$ cat config.mk
export PLATFORM = sky130hd
export DESIGN_NAME = prog_mem_arbiter
export DESIGN_NICKNAME = d
export VERILOG_FILES = /design/src/rtl/prog_mem_arbiter.sv
export SDC_FILE = /design/constraint.sdc
export NUM_CORES = 1
export LEC_CHECK = 0
export BUFFER_PORTS_ARGS = -buffer_cell sky130_fd_sc_hd__buf_2
export CAP_MARGIN = 15
export CORE_AREA = 2 2 98 100
export DETAILED_ROUTE_END_ITERATION = 10
export DIE_AREA = 0 0 100 102
export PLACE_DENSITY = 0.52
export SYNTH_ARGS = -nofsm -noshare
export SYNTH_HDL_FRONTEND = slang
export SYNTH_SLANG_ARGS = --single-unit
$ cat constraint.sdc
create_clock -name clk -period 2.84 [get_ports clk]
set_clock_uncertainty 0.05 [all_clocks]
set_input_delay 0.426 -clock clk [delete_from_list [all_inputs] [get_ports clk]]
set_output_delay 0.426 -clock clk [all_outputs]
set_load 0.05 [all_outputs]
$ cat src/rtl/prog_mem_arbiter.sv
// Shares one single-port synchronous RAM between instruction fetch and load/store.
// Round-robin on contention, combinational grant, registered one-cycle response.
module prog_mem_arbiter #(
  parameter int MEM_WORDS = 256,
  parameter int AW        = $clog2(MEM_WORDS)
) (
  input  logic          clk,
  input  logic          rst,
  input  logic          if_req,
  input  logic [31:0]   if_addr,
  output logic          if_gnt,
  output logic          if_rvalid,
  output logic [31:0]   if_rdata,
  output logic          if_err,
  input  logic          d_req,
  input  logic          d_we,
  input  logic [3:0]    d_be,
  input  logic [31:0]   d_addr,
  input  logic [31:0]   d_wdata,
  output logic          d_gnt,
  output logic          d_rvalid,
  output logic [31:0]   d_rdata,
  output logic          d_err,
  output logic          mem_en,
  output logic [3:0]    mem_we,
  output logic [AW-1:0] mem_addr,
  output logic [31:0]   mem_wdata,
  input  logic [31:0]   mem_rdata
);

  typedef enum logic [1:0] {SRC_NONE, SRC_IF, SRC_D} src_e;

  src_e r_src;
  logic r_err;
  logic r_wr;
  logic r_pri;

  logic w_if_bad, w_d_bad;
  logic w_if_win, w_d_win;
  logic w_contend;

  // MEM_WORDS is a power of two, so out-of-range means any bit above the word index is set
  assign w_if_bad = (if_addr[1:0] != 2'b00) | (|if_addr[31:AW+2]);
  assign w_d_bad  = (d_addr[1:0]  != 2'b00) | (|d_addr[31:AW+2]);

  assign w_contend = if_req & d_req;
  assign w_if_win  = if_req & (~d_req | r_pri);
  assign w_d_win   = d_req  & (~if_req | ~r_pri);

  assign if_gnt = ~rst & w_if_win;
  assign d_gnt  = ~rst & w_d_win;

  always_comb begin
    mem_en    = 1'b0;
    mem_we    = 4'b0000;
    mem_addr  = '0;
    mem_wdata = '0;
    if (d_gnt) begin
      mem_en   = ~w_d_bad;
      mem_addr = d_addr[AW+1:2];
      if (d_we) begin
        mem_wdata = d_wdata;
        if (!w_d_bad) mem_we = d_be;
      end
    end else if (if_gnt) begin
      mem_en   = ~w_if_bad;
      mem_addr = if_addr[AW+1:2];
    end
  end

  always_ff @(posedge clk) begin
    if (rst) begin
      r_src <= SRC_NONE;
      r_err <= 1'b0;
      r_wr  <= 1'b0;
      r_pri <= 1'b0;
    end else begin
      if (d_gnt) begin
        r_src <= SRC_D;
        r_err <= w_d_bad;
        r_wr  <= d_we;
      end else if (if_gnt) begin
        r_src <= SRC_IF;
        r_err <= w_if_bad;
        r_wr  <= 1'b0;
      end else begin
        r_src <= SRC_NONE;
        r_err <= 1'b0;
        r_wr  <= 1'b0;
      end
      // loser of a contended cycle is favoured next time
      if (w_contend) r_pri <= w_d_win;
    end
  end

  assign if_rvalid = (r_src == SRC_IF);
  assign d_rvalid  = (r_src == SRC_D);
  assign if_err    = if_rvalid & r_err;
  assign d_err     = d_rvalid & r_err;
  assign if_rdata  = (if_rvalid & ~r_err) ? mem_rdata : 32'h0;
  assign d_rdata   = (d_rvalid & ~r_err & ~r_wr) ? mem_rdata : 32'h0;

endmodule

==> summary.txt <==
Clock tree
  – Num CTS Buffers: 3
  – Root Buffer: clkbuf_8
  – Clk slew on worst S/H paths: 40 ps
  – H-tree levels: 1
  – Post-CTS Repair Setup Buffers: 0
  – Post-cts sizing count: 0
  – Longest Clk Path Bufs: 2
  – CTS Sinks: 5
  – TritonCTS clock tree: yes
  – # hold bufs at CTS: 0
  – Clk Latency, worst-skew pair: 220 ps

Pwr
  – Final Total Pwr: 626.0 uW
  – Part of the power in the clock network: 20.6%
  – Pwr dens: 246.4 mW/mm2
  – Sw frac: 50.29%
  – Peak supply drop: 98.36 uV
  – Flop pwr share: 12.7%
  – Comb pwr share: 66.7%
  – Sw power: 314.8 uW
  – Leak: 1.755 nW
  – P_int: 311.2 uW

Status
  – Status: complete, no violations

Min path
  – Min-delay worst type: in2reg
  – Hold depth: 2

Global routing
  – M3 GR Usage: 2.189%
  – First-pass GRT wire length: 8121 um
  – Initial antenna violation count: 0
  – Total grt overflow: 0
  – Vias in the first global route: 1,757
  – Met1 Use GR: 10.83%
  – Largest net degree at the start of global routing: 42
  – Met2 demand-to-capacity share in global routing: 19.75%
  – GRT Total Usage: 9.943%
  – Most used routing layer: met2

Layout
  – Diodes inserted: 0
  – Commonest non-fill, non-tap cells in the layout: buf_2, and2_1, and3_1
  – Area of the multi-input gates: 955.9 um2
  – Fill cells: 992
  – Layout cell share with drive strength beyond 1: 64.41%
  – Area grow syn2layout: 124.4%
  – Final Util: 27.90%
  – Most common cell after layout, fill and taps aside: buf_2
  – Fin nets: 551
  – Register area: 100.1 um2

Critical path
  – Nature of the critical path endpoint: output port
  – Worst Setup Start Kind: primary input
  – FF-to-FF path depth: 4
  – CP required: 2360 ps
  – WS Path Type: in2out
  – Crit-path max FO: 33
  – Critical Path AT: 1730 ps

Floorplan
  – Die W: 100 um
  – Initial Util: 12.43%
  – Floorplan core area: 0.009109 mm2
  – Die Area: 0.01020 mm2
  – Die H: 102 um
  – Rows: 35
  – Io pins: 252

Timing
  – Final worst path period need: 2211 ps
  – Max-slew violation count: 0
  – RSZ-0062 raised after global routing: false
  – Worst slew pin tran: 415.3 ps
  – Setup_tns: 0 ps
  – Final Cycle Share: 77.84%
  – FMAX: 452.4 MHz
  – Finish-stage setup viols: 0
  – Hold_ws: 360.9 ps
  – Hold Fails Final Rpt: 0
  – Final WS setup: 629.4 ps
  – Worst rel slew slack: 72.32%

Detailed routing
  – Pre-Repair DR Iteration Count: 4
  – ANT nets after route: 0
  – Initial DRC count: 41
  – Avg WL per Cell: 11.83 um
  – # DRC: 0
  – Vias per cell: 4.086
  – Vias: 2,141
  – WL final: 6201 um

Synth
  – Net Count, Synth: 305
  – Largest family of logic cells by synthesized area: simple AND/OR/NAND/NOR gates
  – Syn Area/Cell: 6.740 um2
  – Xor and xnor area share after synthesis: 0.7735%
  – Sequential area share after synthesis: 8.840%
  – Synth Instances: 168
  – Post-synthesis mux area share: 0%
  – Adder-Cell Fraction of Synth Area: 0%
  – Simple-Gate Fraction of Synth Area: 71.93%
  – Post-Synthesis Cell Area: 0.001132 mm2
  – Yosys warns: 0
  – Flops & latches, synth: 5
  – Synth unique cells: 23
  – Synth Area in Compound Gates: 11.71%

Place
  – DP HPWL: 5531 um
  – Routability-driven placement congestion ratio: 0.7344
  – Port buffer count: 251
  – Pre-CTS setup slack: 627.7 ps

Run
  – Maxcap violations: 0
[Yosys cell counts]
cell type	count	area, um2
nor3_2	1	10.01
and3_1	32	200.2
nor2_1	3	11.26
a211oi_1	2	15.01
clkbuf_1	7	26.28
o211a_1	2	20.02
nor3b_4	1	18.77
inv_1	3	11.26
nor2b_4	1	13.76
clkbuf_2	4	20.02
nand2_1	4	15.01
nand4_1	2	12.51
and2_1	66	412.9
nor4_1	12	75.07
xnor2_1	1	8.760
inv_2	1	3.750
o21ai_0	2	10.01
buf_2	3	15.01
and2_2	4	30.03
o2111ai_1	1	8.760
a22o_1	9	78.83
dfxtp_1	5	100.1
and2b_1	2	15.01
[final cells by class]
| cell class | instances | share of cell area (%) |
|---|---|---|
| repair buffers | 255 | 50.62 |
| clock buffers | 4 | 1.773 |
| flip-flops and latches | 5 | 3.939 |
| inverters | 4 | 0.5908 |
| well taps | 111 | 5.465 |
| multi-input cells | 145 | 37.62 |
[per-layer routing]
| metal | vias to the layer above | part of all wire (%) | wire length [um] |
|---|---|---|---|
| li1 | 1070 | - | - |
| met1 | 913 | 37 | 2276 |
| met2 | 154 | 51 | 3163 |
| met3 | 4 | 12 | 725 |
| met4 | 0 | 0.58 | 36 |
| met5 | - | 0 | 0 |
[flip-flops by register name (all words and copies together) (netlist names)]
name and flops:
r_err 1, r_src 2, r_pri 1, r_wr 1
[cell families (layout without fill, tap and decap cells)]
logic type                count (synthesis)  in the layout
AOI/OAI and AO/OA                        16             16
xor gates and xnor gates                  1              1
buffers and inverters                    18            263
DFF                                       5              5
and+or+nand+nor                         128            128
[worst max-delay path: stages]
cell       delay (ps)
buf_2             350
o2111ai_1         230
nor3_2            280
and2_2            180
buf_2             250
[metrics by stage]
| step | std cells | area [um2] |
|---|---|---|
| 2_1_floorplan | 168 | 1132 |
| 3_3_place_gp | 520 | 2496 |
| 3_5_place_dp | 520 | 2496 |
| 4_1_cts | 524 | 2541 |
| 5_1_grt | 524 | 2541 |
| 6_report | 524 | 2541 |
[power by group through the flow]
stage	Clock [mW]	Sequential [mW]	Combinational [mW]
after floorplan	0	0.0798	0.264
after global routing	0.139	0.0800	0.444
after global placement	0	0.0807	0.416
after detailed placement	0	0.0808	0.420
final	0.129	0.0797	0.418
after CTS	0.132	0.0797	0.421
[path summary, 6_finish.rpt]
kind              startpoint         to  slack [ps]
hold / removal           rst      r_pri         360
hold reg to reg        r_pri   r_src[0]         490
setup / recovery        d_we  mem_we[0]         630
setup reg to reg       r_pri      r_err        1710
(Power assumes the default switching activity.)
